[config.mk]
export PLATFORM = sky130hd
export DESIGN_NAME = sd_init_sequencer
export DESIGN_NICKNAME = d
export VERILOG_FILES = /design/src/rtl/sd_init_sequencer.sv
export SDC_FILE = /design/constraint.sdc
export NUM_CORES = 1
export LEC_CHECK = 0
export CORE_UTILIZATION = 39
export CTS_BUF_LIST = sky130_fd_sc_hd__clkbuf_16
export DETAILED_ROUTE_END_ITERATION = 7
export HOLD_SLACK_MARGIN = 0.1
export PLACE_DENSITY = 0.79
export SLEW_MARGIN = 20
export SYNTH_ARGS = -nofsm -noshare
export SYNTH_HDL_FRONTEND = slang
export SYNTH_SLANG_ARGS = --single-unit
[constraint.sdc]
create_clock -name clk_i -period 2.55 [get_ports clk_i]
set_input_delay 0.255 -clock clk_i [delete_from_list [all_inputs] [get_ports clk_i]]
set_output_delay 0.255 -clock clk_i [all_outputs]
set_load 0.02 [all_outputs]
[src/rtl/sd_init_sequencer.sv]
// SD card identification sequencer: drives CMD0, CMD8, CMD55/ACMD41 polling,
// CMD2 and CMD3 through a single-command engine. It reports the card's RCA, OCR
// and capacity class, and requests the fast SDCLK when identification succeeds.
//
// Handshake: a command transfers on a clk_i edge where cmd_valid_o and
// cmd_ready_i are both high. cmd_valid_o and the command fields stay constant
// until that edge, and cmd_valid_o is low in the cycle after it. Only one
// command is outstanding at a time. The response is taken from the first
// rsp_done_i or rsp_timeout_i pulse that arrives in the WAIT phase.
module sd_init_sequencer #(
    parameter int RETRY_MAX   = 1000,
    parameter int WAIT_CYCLES = 1024
) (
    input  logic         clk_i,
    input  logic         rst_i,
    input  logic         en_i,
    output logic         cmd_valid_o,
    input  logic         cmd_ready_i,
    output logic [5:0]   cmd_index_o,
    output logic [31:0]  cmd_arg_o,
    output logic [1:0]   cmd_rtype_o,
    input  logic         rsp_done_i,
    input  logic         rsp_timeout_i,
    input  logic         rsp_crc_err_i,
    input  logic [127:0] rsp_data_i,
    output logic         busy_o,
    output logic         done_o,
    output logic         err_o,
    output logic [2:0]   err_code_o,
    output logic         v2_o,
    output logic         hcs_o,
    output logic [31:0]  ocr_o,
    output logic [15:0]  rca_o,
    output logic         fast_clk_o,
    output logic [3:0]   dbg_state_o,
    output logic [1:0]   dbg_phase_o
);

    localparam int RW = $clog2(RETRY_MAX + 1);
    localparam int GW = $clog2(WAIT_CYCLES + 1);

    typedef enum logic [3:0] {
        S_IDLE, S_CMD0, S_CMD8, S_ACMD55, S_ACMD41, S_GAP, S_CMD2, S_CMD3, S_DONE, S_ERROR
    } state_t;

    // DECODE is the single idle cycle between a response and the next command.
    typedef enum logic [1:0] {PH_ISSUE, PH_WAIT, PH_DECODE} phase_t;

    state_t        state_q, state_n;
    phase_t        phase_q, phase_n;
    logic [GW-1:0] gap_q, gap_n;
    logic [RW-1:0] retry_q, retry_n;
    logic          v2_n, hcs_n;
    logic [31:0]   ocr_n;
    logic [15:0]   rca_n;
    logic [2:0]    code_n;
    logic          is_cmd;
    logic          unused_data;

    // Only the low 32 bits carry R48 fields; CID/CSD bodies are not kept here.
    assign unused_data = ^rsp_data_i[127:32];

    assign is_cmd      = (state_q == S_CMD0) || (state_q == S_CMD8) || (state_q == S_ACMD55) ||
                         (state_q == S_ACMD41) || (state_q == S_CMD2) || (state_q == S_CMD3);
    assign cmd_valid_o = is_cmd && (phase_q == PH_ISSUE);
    assign busy_o      = (state_q != S_IDLE) && (state_q != S_DONE) && (state_q != S_ERROR);
    assign done_o      = (state_q == S_DONE);
    assign fast_clk_o  = (state_q == S_DONE);
    assign err_o       = (state_q == S_ERROR);
    assign dbg_state_o = state_q;
    assign dbg_phase_o = phase_q;

    // Register the state, phase, counters and all card information.
    always_ff @(posedge clk_i) begin
        if (rst_i) begin
            state_q    <= S_IDLE;
            phase_q    <= PH_ISSUE;
            gap_q      <= '0;
            retry_q    <= '0;
            v2_o       <= 1'b0;
            hcs_o      <= 1'b0;
            ocr_o      <= '0;
            rca_o      <= '0;
            err_code_o <= '0;
        end else begin
            state_q    <= state_n;
            phase_q    <= phase_n;
            gap_q      <= gap_n;
            retry_q    <= retry_n;
            v2_o       <= v2_n;
            hcs_o      <= hcs_n;
            ocr_o      <= ocr_n;
            rca_o      <= rca_n;
            err_code_o <= code_n;
        end
    end

    // Drive the command fields for the current command state.
    always_comb begin
        cmd_index_o = '0;
        cmd_arg_o   = '0;
        cmd_rtype_o = 2'd0;
        case (state_q)
            S_CMD8:   begin cmd_index_o = 6'd8;  cmd_arg_o = 32'h0000_01AA; cmd_rtype_o = 2'd1; end
            S_ACMD55: begin cmd_index_o = 6'd55; cmd_rtype_o = 2'd1; end
            S_ACMD41: begin
                cmd_index_o = 6'd41;
                cmd_arg_o   = v2_o ? 32'h40FF_8000 : 32'h00FF_8000;
                cmd_rtype_o = 2'd2;
            end
            S_CMD2:   begin cmd_index_o = 6'd2;  cmd_rtype_o = 2'd3; end
            S_CMD3:   begin cmd_index_o = 6'd3;  cmd_rtype_o = 2'd1; end
            default:  ;
        endcase
    end

    // Next-state logic: handshake, response classification, retries and gap timing.
    always_comb begin
        state_n = state_q;
        phase_n = phase_q;
        gap_n   = gap_q;
        retry_n = retry_q;
        v2_n    = v2_o;
        hcs_n   = hcs_o;
        ocr_n   = ocr_o;
        rca_n   = rca_o;
        code_n  = err_code_o;
        case (state_q)
            S_IDLE, S_DONE, S_ERROR: begin
                if (en_i) begin
                    state_n = S_CMD0;
                    phase_n = PH_ISSUE;
                    gap_n   = '0;
                    retry_n = '0;
                    v2_n    = 1'b0;
                    hcs_n   = 1'b0;
                    ocr_n   = '0;
                    rca_n   = '0;
                    code_n  = '0;
                end
            end
            S_GAP: begin
                if (gap_q == GW'(WAIT_CYCLES - 1)) begin
                    state_n = S_ACMD55;
                    phase_n = PH_ISSUE;
                    gap_n   = '0;
                end else begin
                    gap_n = gap_q + GW'(1);
                end
            end
            default: begin
                case (phase_q)
                    PH_ISSUE:  if (cmd_ready_i) phase_n = PH_WAIT;
                    PH_DECODE: phase_n = PH_ISSUE;
                    default: begin
                        if (rsp_timeout_i) begin
                            // A card that ignores CMD8 is a v1 card, not an error.
                            if (state_q == S_CMD8) begin
                                v2_n    = 1'b0;
                                state_n = S_ACMD55;
                                phase_n = PH_DECODE;
                            end else begin
                                state_n = S_ERROR;
                                phase_n = PH_ISSUE;
                                code_n  = 3'd2;
                            end
                        end else if (rsp_done_i) begin
                            phase_n = PH_DECODE;
                            if (rsp_crc_err_i && ((cmd_rtype_o == 2'd1) || (cmd_rtype_o == 2'd3))) begin
                                state_n = S_ERROR;
                                phase_n = PH_ISSUE;
                                code_n  = 3'd3;
                            end else begin
                                case (state_q)
                                    S_CMD0:   state_n = S_CMD8;
                                    S_CMD8: begin
                                        if (rsp_data_i[11:0] == 12'h1AA) begin
                                            v2_n    = 1'b1;
                                            state_n = S_ACMD55;
                                        end else begin
                                            state_n = S_ERROR;
                                            phase_n = PH_ISSUE;
                                            code_n  = 3'd1;
                                        end
                                    end
                                    S_ACMD55: state_n = S_ACMD41;
                                    S_ACMD41: begin
                                        ocr_n = rsp_data_i[31:0];
                                        if (rsp_data_i[31]) begin
                                            hcs_n   = v2_o & rsp_data_i[30];
                                            state_n = S_CMD2;
                                        end else begin
                                            retry_n = retry_q + RW'(1);
                                            phase_n = PH_ISSUE;
                                            if (retry_q == RW'(RETRY_MAX - 1)) begin
                                                state_n = S_ERROR;
                                                code_n  = 3'd4;
                                            end else begin
                                                state_n = S_GAP;
                                                gap_n   = '0;
                                            end
                                        end
                                    end
                                    S_CMD2:   state_n = S_CMD3;
                                    default: begin
                                        rca_n   = rsp_data_i[31:16];
                                        state_n = S_DONE;
                                        phase_n = PH_ISSUE;
                                    end
                                endcase
                            end
                        end
                    end
                endcase
            end
        endcase
    end

endmodule
==> metrics.yaml, run 1 <==
synthCells: 492
drtIter0Drc: 219
drive_gt1_share_pct: 10.1
num_io_pins: 239
die_w_microns: 106
cp.arrival_ns: 2.19
hold_viol_final: 0
routed_wl_microns: 11500
slowest_delay_ns: 0.56
hp-start: "rst_i"
hold_path_depth: 2
end_kind: "output port"
setup_violations: 0
insertion_delay_ns: 0.34
cts_made_buffers: 9
r2r_end: "dbg_state_o[3]"
synth-seq-area-share_pct: 38.3
vdd_drop_max_v: 0.000457
synth.avg_cell_area_sq_um: 8.50
rsz0062_at_grt: "false"
final-max-slew-violation-count: 0
cap_violations: 0
cpMostUsedCell: "buf_4"
fin_crit_sh_pct: 96.0
grt_max_degree: 52
synth_seq_cells: 80
diodes: 0
cp_slowest_cell: "clkdlybuf4s50_1"
yosysMostFrequentCell: "dfxtp_1"
critPathRequiredTime_ns: 2.30
crit_chain: "buf_4 -> nor4b_2 -> buf_4 -> or2_2 -> clkdlybuf4s50_1"
cts_setup_buffers: 0
postCtsHoldBufs: 0
layout.nets: 748
drc: 0
ys.flop_type: "dfxtp_1"
grt_pass1_wl_microns: 18100
synth_cell_types: 62
synth_edf_count: 0
grt_usage_pct: 20.2
dp_hpwl_microns: 8360
rrSetupSlack_ns: 0.23
start_util_pct: 40.3
synth_top_cell_by_area: "dfxtp_1"
place_congestion: 0.911
ys.warnings.count: 0
yosys-top-cells-count: "dfxtp_1 (80), nor2_1 (66), buf_4 (36)"
power_w: 0.00550
vias: 4083
finalClockSkew_ns: 0.00516
rows: 37
vias_per_cell: 5.43
die_y_microns: 106
htreeDepth: 3
startpoint: "dbg_state_o[3]"
fin_setup_tns_ns: 0
dieArea_sq_um: 11100
whs_endpoint: "v2_o"
fmaxAchievable_ghz: 0.409
worstHoldPathType: "input port to flop"
period_needed_ns: 2.45
whs_ns: 0.299
cts.clk_slew.worst_paths_ns: 0.06
grt_overflow: 0
design.core.area_sq_um: 10400
drt_pass1_iterations: 5
placed_cell_area_sq_um: 5550
reg2reg_depth: 6
first_global_vias: 3744
cts_buffer_depth: 2
status: "complete, no violations"
tightest_slew_ns: 0.586
path_class: "flop to output port"
final_cells: 752
cts_root_buffer: "clkbuf_16"
cts_tree: "yes"
powerDensity_nw_per_um2: 941
area_delta_synth_final_pct: 39.7
synth_area_sq_um: 4180
max_slew_margin_pct: 60.4
synth_top_area_share_pct: 38.3
p_leak_nw: 2.12
critPathMaxFanout: 11
clkSinkCount: 80
dp.cells: 736
reg2reg_from: "gap_q[0]"
start_kind: "flop"
portBuffers: 125
ant_nets: 0
postLayoutCellArea_sq_um: 5850
ys_top_cells_by_area: "dfxtp_1 (38%), buf_4 (6.5%), a22oi_1 (5.9%)"
synth-async-reset-ratio_pct: 0
antenna_found_initial: 0
wl_per_cell_microns: 15.3
-- kinds of logic (layout without fill, tap and decap cells) --
logic type	Yosys count	in the layout	synth area share (%)
other cells	1	17	0.0896
flops	80	80	38.3
simple gates	192	192	25.3
fa+ha+maj	2	2	0.598
compound gates	116	116	19.0
mux	24	24	5.77
xor+xnor	5	5	1.05
buf+inv	72	180	9.90
-- worst max-delay path by stage --
stage	to	slack [ns]	cells past startpoint
finish	cmd_index_o[3]	0.10	5
global route	cmd_index_o[3]	0.02	5
CTS	busy_o	0.02	4
detailed placement	retry_q[7]	0.08	6
global placement	gap_q[8]	0.19	7
floorplan	err_code_o[0]	0.12	6
-- per-stage QoR --
stage	utilization, %	setup slack, ns
5_1_grt	56.4	0.0220
3_5_place_dp	53.5	0.0844
4_1_cts	56.3	0.0226
3_3_place_gp	53.5	0.186
2_1_floorplan	-	0.122
6_report	56.4	0.102
-- registers in the layout, indices dropped and copies added (netlist names), 2 cells and up --
| name | cells |
|---|---|
| retry_q | 10 |
| err_code_o | 3 |
| ocr_o | 32 |
| dbg_state_o | 4 |
| dbg_phase_o | 2 |
| gap_q | 11 |
| rca_o | 16 |
-- timing repair --
item / 4_1_cts / 5_1_grt
gates resized for setup: 1 / 3
pin swaps: 0 / 0
endpoints found under the setup margin: 2 / 6
-- layout by cell type (no fill, tap or decap), types with 3 or more instances in the layout --
| master | n |
|---|---|
| conb_1 | 17 |
| inv_6 | 3 |
| nand3_1 | 15 |
| inv_1 | 9 |
| buf_4 | 25 |
| nor2_1 | 66 |
| a21oi_1 | 30 |
| nor3_1 | 5 |
| nor2b_1 | 8 |
| nand2b_1 | 3 |
| nor4b_1 | 3 |
| dfxtp_1 | 77 |
| or3_1 | 8 |
| a221oi_1 | 4 |
| xnor2_1 | 4 |
| clkdlybuf4s50_1 | 123 |
| and2_1 | 23 |
| or4_1 | 11 |
| nand4_1 | 5 |
| o31ai_1 | 10 |
| o21a_1 | 3 |
| mux2i_1 | 23 |
| buf_12 | 4 |
| clkbuf_16 | 9 |
| nor4_1 | 3 |
| dfxtp_2 | 3 |
| nand4b_1 | 3 |
| nand2_1 | 18 |
| a22oi_1 | 33 |
| o21ai_0 | 11 |
| and3_1 | 6 |
-- worst max-delay path, delay by kind of cell (launching register included) --
| kind | cells | cell delay, ns |
|---|---|---|
| buf+inv | 3 | 0.96 |
| flops | 1 | 0.53 |
| simple gates | 2 | 0.37 |
-- per-layer routing --
metal  vias to the layer above  part of all wire, %  track usage [%]
li1                       1979                    -                -
met1                      1938                   43             25.0
met2                       159                   46             33.5
met3                         7                  9.4             6.68
met4                         0                 0.75             5.95
met5                         -                    0                0
-- where the power goes --
group / total [W] / internal, W / switching [W]
clock network: 0.00124 / 0.000684 / 0.000561
registers: 0.00150 / 0.00136 / 0.000134
logic: 0.00276 / 0.00120 / 0.00156
-- area by class of cell --
type	count	area, sq um
Fill cell	975	4520
Multi-Input combinational cell	356	2230
Sequential cell	80	1610
Timing Repair Buffer	154	1520
Clock buffer	9	225
Tap cell	136	170
Clock inverter	7	62.6
Inverter	10	37.5
(Power assumes the default switching activity.)
==> run 2, diff against run 1 <==
Settings changed: SKIP_LAST_GASP set to 1.
==> results of run 2 <==
Final layout, timing and power as in run 1 (identical DEF).
